--- src/rtl/truth_table_sweeper.sv ---
// Drives A..D through all 16 vectors, waits SETTLE cycles on each, then captures F into tt.
// Optional EXPECT_CHECK_EN adds a golden-table compare (expected in, err out).
//
// state  | meaning
// IDLE   | waiting for start; outputs and tt hold
// APPLY  | vector idx on A..D, counting settle cycles
// SAMPLE | capture F into tt[idx], advance or finish
// DONE   | one-cycle done pulse
module truth_table_sweeper #(
  parameter int SETTLE = 4
) (
  input  logic        clk,
  input  logic        rst_n,
  input  logic        start,
  input  logic        F,
  output logic        A,
  output logic        B,
  output logic        C,
  output logic        D,
  output logic        busy,
  output logic        done,
  output logic [15:0] tt
`ifdef EXPECT_CHECK_EN
  ,
  input  logic [15:0] expected,
  output logic        err
`endif
);

  typedef enum logic [1:0] {IDLE, APPLY, SAMPLE, DONE} state_t;

  localparam logic [7:0] CNT_LAST = 8'(SETTLE - 1);

  state_t      state_q, state_d;
  logic [3:0]  idx_q, idx_d;
  logic [7:0]  cnt_q, cnt_d;
  logic [3:0]  vec_q, vec_d;
  logic        busy_d, done_d;
  logic [15:0] tt_d;
`ifdef EXPECT_CHECK_EN
  logic        err_d;
`endif

  always_comb begin
    state_d = state_q;
    idx_d   = idx_q;
    cnt_d   = cnt_q;
    vec_d   = vec_q;
    busy_d  = busy;
    done_d  = 1'b0;
    tt_d    = tt;
`ifdef EXPECT_CHECK_EN
    err_d   = err;
`endif
    case (state_q)
      IDLE: begin
        if (start) begin
          state_d = APPLY;
          idx_d   = 4'd0;
          cnt_d   = 8'd0;
          vec_d   = 4'd0;
          tt_d    = 16'h0000;
          busy_d  = 1'b1;
`ifdef EXPECT_CHECK_EN
          err_d   = 1'b0;
`endif
        end
      end
      APPLY: begin
        cnt_d = cnt_q + 8'd1;
        if (cnt_q == CNT_LAST) state_d = SAMPLE;
      end
      SAMPLE: begin
        tt_d[idx_q] = F;
        if (idx_q == 4'hF) begin
          state_d = DONE;
          vec_d   = 4'd0;
          busy_d  = 1'b0;
          done_d  = 1'b1;
`ifdef EXPECT_CHECK_EN
          // Compare against the table including the bit captured this edge.
          err_d   = (tt_d != expected);
`endif
        end else begin
          state_d = APPLY;
          idx_d   = idx_q + 4'd1;
          cnt_d   = 8'd0;
          vec_d   = idx_q + 4'd1;
        end
      end
      DONE: state_d = IDLE;
      default: state_d = IDLE;
    endcase
  end

  always_ff @(posedge clk) begin
    if (!rst_n) begin
      state_q <= IDLE;
      idx_q   <= 4'd0;
      cnt_q   <= 8'd0;
      vec_q   <= 4'd0;
      busy    <= 1'b0;
      done    <= 1'b0;
      tt      <= 16'h0000;
`ifdef EXPECT_CHECK_EN
      err     <= 1'b0;
`endif
    end else begin
      state_q <= state_d;
      idx_q   <= idx_d;
      cnt_q   <= cnt_d;
      vec_q   <= vec_d;
      busy    <= busy_d;
      done    <= done_d;
      tt      <= tt_d;
`ifdef EXPECT_CHECK_EN
      err     <= err_d;
`endif
    end
  end

  assign {A, B, C, D} = vec_q;

endmodule

--- config.mk ---
export PLATFORM = sky130hd
export DESIGN_NAME = truth_table_sweeper
export DESIGN_NICKNAME = d
export VERILOG_FILES = /design/src/rtl/truth_table_sweeper.sv
export SDC_FILE = /design/constraint.sdc
export NUM_CORES = 1
export LEC_CHECK = 0
export CAP_MARGIN = 0
export CORE_MARGIN = 8
export CORE_UTILIZATION = 30
export DETAILED_ROUTE_END_ITERATION = 10
export PLACE_DENSITY = 0.57
export SLEW_MARGIN = 20
export SYNTH_ARGS = -nofsm -noshare
export SYNTH_HDL_FRONTEND = slang
export SYNTH_SLANG_ARGS = --single-unit
--- constraint.sdc ---
create_clock -name clk -period 2.16 [get_ports clk]
set_input_delay 0.648 -clock clk [delete_from_list [all_inputs] [get_ports clk]]
set_output_delay 0.648 -clock clk [all_outputs]
set_load 0.005 [all_outputs]
==> reports/summary.txt <==
==========================================================================================
Routed wirelength normalized by instance count ..............................      14.4 um
Number of distinct library cells after synthesis ............................           45
Worst setup path category ................................................... flop to output pin
Worst Setup End Kind ........................................................   output pin
Count of filler cells inserted in the layout ................................          615
Syn_nets ....................................................................          220
Share of the clock period used by the worst path ............................        82.6%
Port Buffers ................................................................           25
Worst-case setup slack after placement ......................................     0.170 ns
Vias per cell ...............................................................         5.37
Growth of design area from synthesis to finish ..............................        23.2%
Unrepaired setup endpoints after global routing .............................           no
Critical path buffer and inverter count .....................................            1
Asr flop ratio synth ........................................................           0%
H-tree depth ................................................................            2
Max FO, Critical Path .......................................................            2
Worst endpoint required time ................................................      1.51 ns
Number of cells on the worst reg-to-reg path ................................            4
Pwr/cell area ...............................................................   541 nW/um2
Number of flops mapped to enable cells by yosys .............................            0
Final critical-path setup slack .............................................     0.377 ns
Worst slew pin tran .........................................................     0.441 ns
Synthesized area per cell ...................................................     8.66 um2
Number of logic stages on the critical path including buffering .............            1
CP Launch Point ............................................................. tt[0]$_SDFFE_PN0P_
Slowest CP cell ............................................................. sky130_fd_sc_hd__clkdlybuf4s50_1
Final Total Pwr .............................................................      1.22 mW
Clock buffers created by TritonCTS ..........................................            5
Grt ovf .....................................................................            0
Outcome .....................................................................    completed
Starting DRC count in detailed routing ......................................          119
First-pass GRT wire length ..................................................      7470 um
Relative slew margins .......................................................        70.5%
Kind of launch point of the worst setup path ................................         flop
Final instance area .........................................................     2250 um2
Fraction of layout instances using a drive strength above 1 .................        10.2%
Total leakage power .........................................................     0.753 nW
Sum of routed wire segments on met1 .........................................      2220 um
Number of diodes added for antenna fixing ...................................            0
CP endpoint .................................................................        tt[0]
Effective utilization at floorplan ..........................................        30.9%
Count of pins on the block boundary .........................................           26
Series of cell instances along the critical path ............................ clkdlybuf4s50_1
Total die area ..............................................................     8850 um2
Hold Violations, Final ......................................................            0
Final antenna-violating net count ...........................................            0
Vias in the first global route ..............................................        1,550
Clk Latency, worst-skew pair ................................................      0.28 ns
Final Skew ..................................................................   0.00523 ns
Sequential element share of the synthesized area ............................        39.4%
Largest stage delay on the critical path ....................................      0.52 ns
Clock tree root buffer cell ................................................. sky130_fd_sc_hd__clkbuf_8
Die outline width ...........................................................      94.1 um
Overall track demand over capacity in global routing ........................        10.3%
TritonCTS clock tree ........................................................        built
WL met3 .....................................................................       191 um
Post-route DRC violation count ..............................................            0
Final critical-path required period .........................................      1.78 ns
Max-slew violation count ....................................................            0
Clock edge transition at the registers on the reported setup and hold paths .      0.07 ns
Final setup vio count .......................................................            0
Number of warnings reported in the yosys synthesis log ......................            0
Standard-cell row count .....................................................           28
Routability Congestion ......................................................        0.802
Highest metal layer used by the detailed router .............................         met4
Number of instances in the synthesized netlist ..............................          211
Setup TNS Final .............................................................         0 ns
Worst reg2reg path endpoint ................................................. cnt_q[3]$_SDFFE_PN0P_
Peak supply drop ............................................................   0.000285 V
Count of vias placed by the detailed router .................................        1,665
Pin count of the biggest net entering global routing ........................           35
Synthesized area ............................................................     1830 um2
Placement Cell Area .........................................................     2170 um2
Total half-perimeter wirelength after legalization and detailed placement ...      3090 um
Synthesized flop and latch total ............................................           36
Routed WL ...................................................................      4460 um
Post-CTS setup buffer count .................................................            0
Launch instance of the worst register-to-register path ...................... idx_q[1]$_SDFFE_PN0P_
Register-to-register path setup slack .......................................      0.68 ns
Die height ..................................................................      94.1 um
Core ar. ....................................................................     5920 um2
Nets ........................................................................          244
Worst hold path type ........................................................ flop to flop
Initial antenna violation count .............................................            0
Reported max-cap violation count ............................................            0
Routed wl met2 ..............................................................      2000 um
Count of hold buffers inserted by post-cts repair ...........................            0
Post-cts gate resize count ..................................................            0
Family of cells with the greatest summed delay on the critical path ......... buffers and inverters
Peak Freq ...................................................................      561 MHz
Signal arrival time at the worst endpoint ...................................      1.14 ns
Deepest clock path buffer count .............................................            2
Total number of clock tree sinks ............................................           36
First-pass detailed-route iteration total ...................................            4
Fin Hold WS .................................................................     0.451 ns
Most used flip-flop cell after synthesis .................................... sky130_fd_sc_hd__dfxtp_1
==========================================================================================
## per-layer routing
| layer | GRT usage, % | up-vias |
|---|---|---|
| met5 | 0 | - |
| met4 | 4.36 | 0 |
| met3 | 2.56 | 4 |
| met2 | 15.5 | 30 |
| met1 | 13.7 | 791 |
| li1 | - | 840 |
## sequential cells by signal, indices dropped and copies added, names as in the netlist
signal   count
vec_q        4
cnt_q        8
state_q      2
tt          16
done         1
idx_q        4
busy         1
## stage by stage
step                      instances  util, %
after global routing            310     38.0
after CTS                       310     38.0
after global placement          303     36.7
after floorplan                 211        -
final                           310     38.0
after detailed placement        303     36.7
## cell families (layout without fill, tap and decap cells)
| kind of cell | Yosys count | count (layout) | synth area share, % |
|---|---|---|---|
| AND/OR/NAND/NOR | 81 | 81 | 26.3 |
| buffers and inverters | 20 | 44 | 4.86 |
| AO/OA/AOI/OAI | 65 | 65 | 23.9 |
| multiplexers | 3 | 3 | 1.64 |
| XOR/XNOR | 1 | 1 | 0.479 |
| adder cells (fa/ha/maj) | 5 | 5 | 3.42 |
| flip-flops | 36 | 36 | 39.4 |
## cells in the final DEF (no fill, tap or decap), types with 3 or more instances in the layout
master and instances:
sky130_fd_sc_hd__o21ai_1 3, sky130_fd_sc_hd__dfxtp_1 36, sky130_fd_sc_hd__a21oi_1 26, sky130_fd_sc_hd__nand4bb_1 4
sky130_fd_sc_hd__buf_4 8, sky130_fd_sc_hd__nand4b_1 9, sky130_fd_sc_hd__inv_1 3, sky130_fd_sc_hd__a311o_1 3
sky130_fd_sc_hd__nor4_1 3, sky130_fd_sc_hd__clkbuf_8 5, sky130_fd_sc_hd__mux2i_1 3, sky130_fd_sc_hd__o22ai_1 11
sky130_fd_sc_hd__ha_1 5, sky130_fd_sc_hd__o21ai_0 3, sky130_fd_sc_hd__nand2b_1 8, sky130_fd_sc_hd__o2111a_1 3
sky130_fd_sc_hd__nor2_1 3, sky130_fd_sc_hd__clkdlybuf4s50_1 25, sky130_fd_sc_hd__nand2_1 26, sky130_fd_sc_hd__nand4_1 6
sky130_fd_sc_hd__nand3_1 10
## power breakdown
part | total [mW] | switching, mW | internal (mW) | leakage, nW
Combinational | 0.0966 | 0.0580 | 0.0386 | 0.422
Sequential | 0.674 | 0.00564 | 0.669 | 0.291
Clock | 0.448 | 0.228 | 0.219 | 0.0410
## synthesized netlist by cell type (all sizes together) (2+ instances only)
library cell / instances / share of area (%)
dfxtp: 36 / 39
a21oi: 26 / 7.1
nand2: 26 / 5.3
o22ai: 11 / 3.8
buf: 10 / 2.8
nand3: 10 / 2.7
nand4b: 9 / 4.3
nand2b: 8 / 2.7
clkbuf: 7 / 1.4
nand4: 6 / 2.1
o21ai: 6 / 1.6
ha: 5 / 3.4
nand4bb: 4 / 2.5
a311o: 3 / 1.6
inv: 3 / 0.62
mux2i: 3 / 1.6
nor2: 3 / 0.62
nor4: 3 / 1.0
o2111a: 3 / 1.8
a21bo: 2 / 1.1
a21o: 2 / 0.82
a31oi: 2 / 0.68
and3: 2 / 0.68
o21bai: 2 / 1.0
o221a: 2 / 1.2
o221ai: 2 / 0.96
## how the worst min path moves through the flow
stage,to,cells past startpoint,start
after global routing,tt[13]$_SDFFE_PN0P_,2,tt[13]$_SDFFE_PN0P_
after global placement,vec_q[1]$_SDFFE_PN0P_,2,vec_q[1]$_SDFFE_PN0P_
final,vec_q[0]$_SDFFE_PN0P_,2,vec_q[0]$_SDFFE_PN0P_
after detailed placement,vec_q[0]$_SDFFE_PN0P_,2,vec_q[0]$_SDFFE_PN0P_
after CTS,vec_q[0]$_SDFFE_PN0P_,2,vec_q[0]$_SDFFE_PN0P_
after floorplan,vec_q[0]$_SDFFE_PN0P_,2,vec_q[0]$_SDFFE_PN0P_
## area by class of cell
type / count / area (um2) / share of cell area (%)
inverter: 3 / 11.3 / 0.500
tap: 75 / 93.8 / 4.17
clock buffer: 6 / 72.6 / 3.22
multi-input combinational: 155 / 1020 / 45.2
sequential: 36 / 721 / 32.0
timing repair buffer: 34 / 330 / 14.7
clock inverter: 1 / 5.00 / 0.222
(Power assumes the default switching activity.)
